$ cat config.mk
export PLATFORM = sky130hd
export DESIGN_NAME = bp_update_queue
export DESIGN_NICKNAME = d
export VERILOG_FILES = /design/src/rtl/bp_pkg.sv /design/src/rtl/bp_update_fifo.sv /design/src/rtl/bp_update_queue.sv
export SDC_FILE = /design/constraint.sdc
export NUM_CORES = 1
export LEC_CHECK = 0
export BUFFER_PORTS_ARGS = -buffer_cell sky130_fd_sc_hd__buf_2
export CORE_MARGIN = 2
export CORE_UTILIZATION = 48
export CTS_CLUSTER_DIAMETER = 150
export DETAILED_ROUTE_END_ITERATION = 8
export PLACE_DENSITY = 0.85
export RECOVER_POWER = 100
export SYNTH_ARGS = -nofsm -noshare
export SYNTH_HDL_FRONTEND = slang
export SYNTH_SLANG_ARGS = --single-unit
$ cat constraint.sdc
create_clock -name clk -period 2.22 [get_ports clk]
set_input_delay 0.111 -clock clk [delete_from_list [all_inputs] [get_ports clk]]
set_output_delay 0.111 -clock clk [all_outputs]
set_load 0.02 [all_outputs]
$ cat src/rtl/bp_pkg.sv
// bp_pkg: shared predictor-update types for the update queue and the fetch-stage table
package bp_pkg;
  localparam int BP_IDX_W = 6;
  typedef struct packed {
    logic [BP_IDX_W-1:0] idx;
    logic                taken;
  } bp_upd_t;
endpackage

$ cat src/rtl/bp_update_fifo.sv
// bp_update_fifo: DEPTH-entry valid/ready queue; ports: clk, reset_n, wr_valid/wr_ready/wr_data in, rd_valid/rd_ready/rd_data out
module bp_update_fifo #(
  parameter int DEPTH = 4,
  parameter int W     = 7
) (
  input  logic         clk,
  input  logic         reset_n,
  input  logic         wr_valid,
  output logic         wr_ready,
  input  logic [W-1:0] wr_data,
  output logic         rd_valid,
  input  logic         rd_ready,
  output logic [W-1:0] rd_data
);
  localparam int AW = $clog2(DEPTH);
  localparam logic [AW:0] FULL_CNT = DEPTH[AW:0];
  logic [W-1:0]  mem [DEPTH];
  logic [AW-1:0] wr_ptr, rd_ptr;
  logic [AW:0]   count;
  logic          push, pop;
  // ready/valid come from the registered count only, so neither side sees the other combinationally
  assign wr_ready = count != FULL_CNT;
  assign rd_valid = count != '0;
  assign push     = wr_valid && wr_ready;
  assign pop      = rd_ready && rd_valid;
  assign rd_data  = mem[rd_ptr];
  // pointers wrap naturally since DEPTH is a power of two
  always_ff @(posedge clk or negedge reset_n)
    if (!reset_n) begin
      wr_ptr <= '0;
      rd_ptr <= '0;
      count  <= '0;
      for (int i = 0; i < DEPTH; i++) mem[i] <= '0;
    end else begin
      if (push) begin
        mem[wr_ptr] <= wr_data;
        wr_ptr      <= wr_ptr + 1'b1;
      end
      if (pop) rd_ptr <= rd_ptr + 1'b1;
      count <= count + {{AW{1'b0}}, push} - {{AW{1'b0}}, pop};
    end
endmodule

$ cat src/rtl/bp_update_queue.sv
// bp_update_queue: buffers committed branch outcomes into predictor-table updates; ports: commit_* in, upd_* out, mispredict pulse, saturating branch/mispredict counters
module bp_update_queue
  import bp_pkg::*;
#(
  parameter int DEPTH = 4,
  parameter int IDX_W = BP_IDX_W,
  parameter int CNT_W = 16
) (
  input  logic             clk,
  input  logic             reset_n,
  input  logic             commit_valid,
  output logic             commit_ready,
  input  logic [31:0]      commit_pc,
  input  logic             commit_taken,
  input  logic             commit_pred,
  output logic             upd_valid,
  input  logic             upd_ready,
  output logic [IDX_W-1:0] upd_idx,
  output logic             upd_taken,
  output logic             mispredict,
  output logic [CNT_W-1:0] branch_cnt,
  output logic [CNT_W-1:0] mispred_cnt
);
  logic [IDX_W:0] head;
  logic           push, miss;
  logic           unused_pc;
  assign unused_pc = ^{commit_pc[31:IDX_W+2], commit_pc[1:0]};
  bp_update_fifo #(.DEPTH(DEPTH), .W(IDX_W + 1)) u_fifo (
    .clk      (clk),
    .reset_n  (reset_n),
    .wr_valid (commit_valid),
    .wr_ready (commit_ready),
    .wr_data  ({commit_pc[IDX_W+1:2], commit_taken}),
    .rd_valid (upd_valid),
    .rd_ready (upd_ready),
    .rd_data  (head)
  );
  assign {upd_idx, upd_taken} = head;
  assign push = commit_valid && commit_ready;
  assign miss = push && (commit_taken != commit_pred);
  always_ff @(posedge clk or negedge reset_n)
    if (!reset_n) begin
      mispredict  <= 1'b0;
      branch_cnt  <= '0;
      mispred_cnt <= '0;
    end else begin
      mispredict <= miss;
      if (push && !(&branch_cnt)) branch_cnt <= branch_cnt + 1'b1;
      if (miss && !(&mispred_cnt)) mispred_cnt <= mispred_cnt + 1'b1;
    end
endmodule
Word-level counts from Yosys, hierarchy flattened
Index checks and enable logic that the tools add are counted.
{"block": "totals", "reg_bits": 68, "input_bits": 38}
{"block": "op_classes", "addsub": 6, "order_cmp": 3, "n_eq_ne": 2, "mux": 6, "bitwise": 2, "reduce_logical": 11}
{"cell": "16-bit by 1-bit adder with 16-bit output, second input constant", "count": 2}
{"cell": "16-bit AND reduction", "count": 2}
{"cell": "28-bit bitwise mux", "count": 1}
{"cell": "7-bit 2-to-1 mux", "count": 3}
{"cell": "7-bit binary-select mux with 2-bit select", "count": 1}
{"cell": "7-bit demux with 2-bit select", "count": 1}
{"cell": "3-bit greater-or-equal comparator, second input constant", "count": 2}
{"cell": "1-bit logical AND", "count": 6}
{"cell": "2-bit NOT with 3-bit output", "count": 2}
{"cell": "2-bit by 1-bit adder with 2-bit output, second input constant", "count": 2}
{"cell": "3-bit by 1-bit adder with 3-bit output", "count": 1}
{"cell": "3-bit by 1-bit < comparator with 1-bit output, second input constant", "count": 1}
{"cell": "3-bit != test, second input constant", "count": 1}
{"cell": "3-bit nonzero test", "count": 1}
{"cell": "3-bit by 1-bit subtractor with 3-bit output", "count": 1}
{"cell": "1-bit logical NOT", "count": 2}
{"cell": "1-bit != test", "count": 1}

Longest topological paths before layout
{"block": "logic_depth", "ltp_word": 6, "ltp_mapped": 9}

Modules after synthesis
Synthesis repeated with hierarchy kept, for this count alone.
{"block": "unflattened", "hier_cells": 357, "hier_area_um2": 4166.5}
{"module": "bp_update_fifo", "n_inst": 1, "cells_each": 210, "area_each_um2": 2533.7, "seq_area_each_um2": 875.8}
{"module": "bp_update_queue", "n_inst": 1, "cells_each": 147, "area_each_um2": 1632.8, "seq_area_each_um2": 825.8}

Least setup slack after synthesis
No wires, ideal clock.
{"block": "synth_path", "path_type": "register to register", "from": "reg u_fifo.count[1]", "to": "reg u_fifo.count[2]", "setup_time_ns": 0.125, "arrival_ns": 2.219, "required_time_ns": 2.095, "path_slack_ns": -0.123, "stages_incl_launch_ff": 10, "path_buffers": 0, "synth_period_minus_slack_ns": 2.343, "path_cell_list": "dfrtp_1 or3_1 and2_1 ha_1 inv_1 ha_1 inv_1 fa_1 xnor2_1 xnor2_1"}
{"block": "synth_between", "word_cells_on_any_way": 6, "classes_between": "add/sub: 2; eq/ne: 1; reduce/logical: 3"}
{"item": "start: declaration", "line": "bp_update_fifo.sv:19", "rtl": "logic [AW:0] count;"}
{"item": "start signal: assignment", "line": "bp_update_fifo.sv:40", "rtl": "count <= count + {{AW{1'b0}}, push} - {{AW{1'b0}}, pop};"}
{"item": "3-bit nonzero test", "line": "bp_update_fifo.sv:23", "rtl": "assign rd_valid = count != '0;"}
{"item": "via upd_valid", "line": "bp_update_queue.sv:16", "rtl": "output logic upd_valid,"}
{"item": "1-bit logical AND", "line": "bp_update_fifo.sv:25", "rtl": "assign pop = rd_ready && rd_valid;"}
{"item": "via u_fifo.pop", "line": "bp_update_fifo.sv:20", "rtl": "logic push, pop;"}
{"item": "3-bit by 1-bit subtractor with 3-bit output", "line": "bp_update_fifo.sv:40"}
The timed path passes the listed nets, and every way through them passes these cells.
A chain may end at the register's enable or synchronous reset.

Worst setup path after layout
{"block": "layout_path", "from": "reg u_fifo.count[0]", "to": "reg u_fifo.count[2]"}
{"block": "layout_between", "word_cells_on_any_way": 6, "classes_between": "add/sub: 2; eq/ne: 1; reduce/logical: 3"}
{"item": "3-bit nonzero test", "line": "bp_update_fifo.sv:23"}
{"item": "1-bit logical AND", "line": "bp_update_fifo.sv:25"}
{"item": "via u_fifo.pop", "line": "bp_update_fifo.sv:20"}
{"item": "3-bit by 1-bit subtractor with 3-bit output", "line": "bp_update_fifo.sv:40"}
The timed path passes the listed nets, and every way through them passes these cells.

==> results.cfg <==
[finish]
nFillCells = 544
fin_util_pct = 59.2
finalNonFillerCells = 396
layout-drive-gt1-share_pct = 29.8
area_growth_pct = 19.2
diodes = 0
finish.net_count = 361

[power_and_ir_drop]
p_leak_nw = 1.69
p_seq_share_pct = 40.2
swShare_pct = 34.7
pwr-share-comb_pct = 37.0
power.switching_mw = 1.79
internal-power_mw = 3.38
pwr-share-clk_pct = 22.7
ir_worst_vdd_uv = 1030
cellPowerDensity_nw_per_um2 = 1370

[synthesis]
synth_cell_types = 39
yosys_warnings = 0
syn-instance-count = 248
syn_avg_cell_area_sq_um = 12.8
syn_area_sq_um = 3170
synth-seq-area-share_pct = 53.6
syn_nets = 295
synth_seq_cells = 68

[grt]
grt_max_degree = 38
grt_pass1_wl_mm = 9.94
antenna_found_initial = 0
overflow = 0
track_usage_pct = 17.3
first_global_vias = 2178

[setup_path]
end_kind = flip-flop
r2r_cells = 9
slowest_stage = dfrtp_1
crit_fanout = 3
critPathRequiredTime_ns = 2.44
arrival_ns = 2.38
cp_top_family = adder cells
crit_buf_inv = 2
cp_cell_sequence = or3_4, and2_4, ha_4, inv_2, ha_4, inv_2, fa_2, xnor2_2, xnor2_1
max_stage_delay_ns = 0.40
r2r_end = u_fifo.count[2]
start_kind = flip-flop
reg2reg_slack_ns = 0.06
path_class = flip-flop to flip-flop
r2r_start = u_fifo.count[0]

[routing]
detail-route-antenna-nets = 0
detail_route.vias_per_cell = 5.38
dr.pass1.iters = 4
post_drt_wl_per_cell_um = 14.9
wirelength_mm = 5.92
drc = 0
num_vias = 2132
drt_iter0_markers = 62

[run_status]
status = finished clean

[clock_network]
cts_max_path_buffers = 2
clkTransAtPathRegs_ns = 0.07
numCtsBuffers = 9
cts_max_level = 3
cts_root_buf = clkbuf_8
cts_sinks = 68
clkLatencyLatePin_ns = 0.33
cts_tree = yes

[sta]
holdWs_ns = 0.0510
fmax_mhz = 463
timing.setup.tns_ns = 0
drv_slew = 0
fin_crit_ns = 2.16
slew-limit-headroom_pct = 40.0
setup_violations = 0
worst_pin_slew_ns = 0.900
fin_crit_sh_pct = 97.3
hold_viol = 0
rsz0062_at_grt = true
fin_skew_ns = 0.00516

[floorplanning]
core-area_sq_um = 6390
rows = 29
boundaryPins = 80
dieHeight_um = 85.3
initial_core_util_pct = 49.7
die_area_sq_um = 7280
fp.dieW_um = 85.3

[placement]
placement.io_buffers = 53
hpwl_mm = 4.17
gp_congestion = 0.799
dp_cells = 378

[run]
maxCapViolations = 0

[worst_hold_path]
hold_end = u_fifo.mem[13]
min_path_cells = 2
hold_path_startpoint = commit_pc[7]
hp-class = input pin to flip-flop
[per-layer routing]
layer | GRT usage (%) | vias to the layer above | wire [um]
li1 | - | 1012 | -
met1 | 23.2 | 1057 | 2790
met2 | 27.1 | 49 | 2770
met3 | 3.89 | 14 | 237
met4 | 7.94 | 0 | 118
met5 | 0 | - | 0
[cell type report]
| type | count | area, sq um | share of cell area, % |
|---|---|---|---|
| clock inverters | 3 | 67.6 | 1.79 |
| inverters | 7 | 26.3 | 0.694 |
| repair buffers | 60 | 273 | 7.21 |
| well taps | 77 | 96.3 | 2.55 |
| clock buffers | 13 | 169 | 4.46 |
| multi-input cells | 168 | 1450 | 38.3 |
| flip-flops and latches | 68 | 1700 | 45.0 |
[state kept, by name (all words and copies together), names as in the netlist]
signal and flops:
u_fifo.count 3, u_fifo.mem 28, mispred_cnt 16, u_fifo.wr_ptr 2, branch_cnt 16, u_fifo.rd_ptr 2
mispredict 1
[power by group through the flow]
| stage | clock network (mW) | registers (mW) | logic (mW) |
|---|---|---|---|
| floorplan | 0 | 2.09 | 1.36 |
| global placement | 0 | 2.06 | 1.83 |
| detailed placement | 0 | 2.10 | 1.89 |
| CTS | 1.20 | 2.08 | 1.90 |
| global route | 1.25 | 2.16 | 2.08 |
| finish | 1.18 | 2.08 | 1.92 |
[kinds of logic (layout without fill, tap and decap cells)]
kind of cell | count (synthesis) | in the layout | share of synthesized area [%]
AND/OR/NAND/NOR | 77 | 77 | 13.0
flip-flops | 68 | 68 | 53.6
multiplexers | 41 | 41 | 17.1
XOR/XNOR | 28 | 28 | 7.73
AO/OA/AOI/OAI | 13 | 13 | 2.72
buffers and inverters | 12 | 83 | 2.05
adder cells (fa/ha/maj) | 9 | 9 | 3.78
[cell usage in the layout (no fill, tap or decap), types with 5 or more instances in the layout]
cell      instances
dfrtp_1          68
clkbuf_1         35
mux2_2           32
nand2_1          19
buf_2            19
xnor2_1          15
nor2_1           14
xor2_1           12
clkbuf_8         12
nand3_1          10
nand4_1          10
mux4_2            7
a21oi_1           6
ha_1              6
inv_1             5
[worst register-to-register path, delay by kind of cell (launching register included)]
| kind | cells | cell delay (ns) |
|---|---|---|
| fa+ha+maj | 3 | 0.72 |
| xor+xnor | 2 | 0.26 |
| flops | 1 | 0.40 |
| simple gates | 2 | 0.57 |
| buf+inv | 2 | 0.10 |
[stage by stage]
stage          area [sq um]  setup slack (ns)  power (mW)
2_1_floorplan          3180           0.00389        3.45
3_3_place_gp           3540            0.0698        3.89
3_5_place_dp           3540            0.0483        3.99
4_1_cts                3790            0.0290        5.18
5_1_grt                3780           -0.0256        5.49
6_report               3780            0.0610        5.17
[cell usage after synthesis]
master,n,area share (%)
o211ai_2,1,0.39
and4_1,1,0.28
nand2_4,4,1.4
nor3_1,4,0.63
mux2_1,1,0.35
a31oi_1,1,0.20
nand3_1,10,1.6
mux4_2,7,5.0
o21ai_0,1,0.16
ha_1,8,3.2
nor4b_1,1,0.28
buf_4,1,0.24
or3b_4,1,0.35
and2_1,2,0.39
or2_1,1,0.20
nand4_1,10,2.0
a21boi_1,1,0.24
nor4_1,1,0.20
xor2_1,12,3.3
or3_1,2,0.39
fa_1,1,0.63
buf_1,1,0.12
dfrtp_1,68,54
a41oi_1,1,0.28
nor2b_1,1,0.20
inv_1,7,0.83
buf_2,1,0.16
mux2_2,32,11
a21oi_1,6,0.95
and3_1,4,0.79
nor2_1,14,1.7
xnor2_1,16,4.4
nand2b_1,1,0.20
nand2_1,19,2.2
or2_2,1,0.20
o311ai_0,1,0.28
o21a_1,1,0.24
buf_6,2,0.71
mux2_4,1,0.47
[worst max-delay path by stage]
stage | startpoint | endpoint | slack [ns] | cells past startpoint
3_3_place_gp | u_fifo.count[1] | u_fifo.count[2] | 0.07 | 9
3_5_place_dp | u_fifo.count[0] | u_fifo.count[2] | 0.05 | 9
4_1_cts | u_fifo.count[1] | u_fifo.count[2] | 0.03 | 9
2_1_floorplan | u_fifo.count[1] | u_fifo.count[2] | 0.004 | 9
6_report | u_fifo.count[0] | u_fifo.count[2] | 0.06 | 9
5_1_grt | u_fifo.count[0] | u_fifo.count[2] | -0.03 | 9
[timing repair]
item	4_1_cts	5_1_grt
hold buffers	1	0
endpoints found under the setup margin	0	1
endpoints found under the hold margin	35	0
setup buffers	0	1
gates resized for setup	0	6
(Power assumes the default switching activity.)
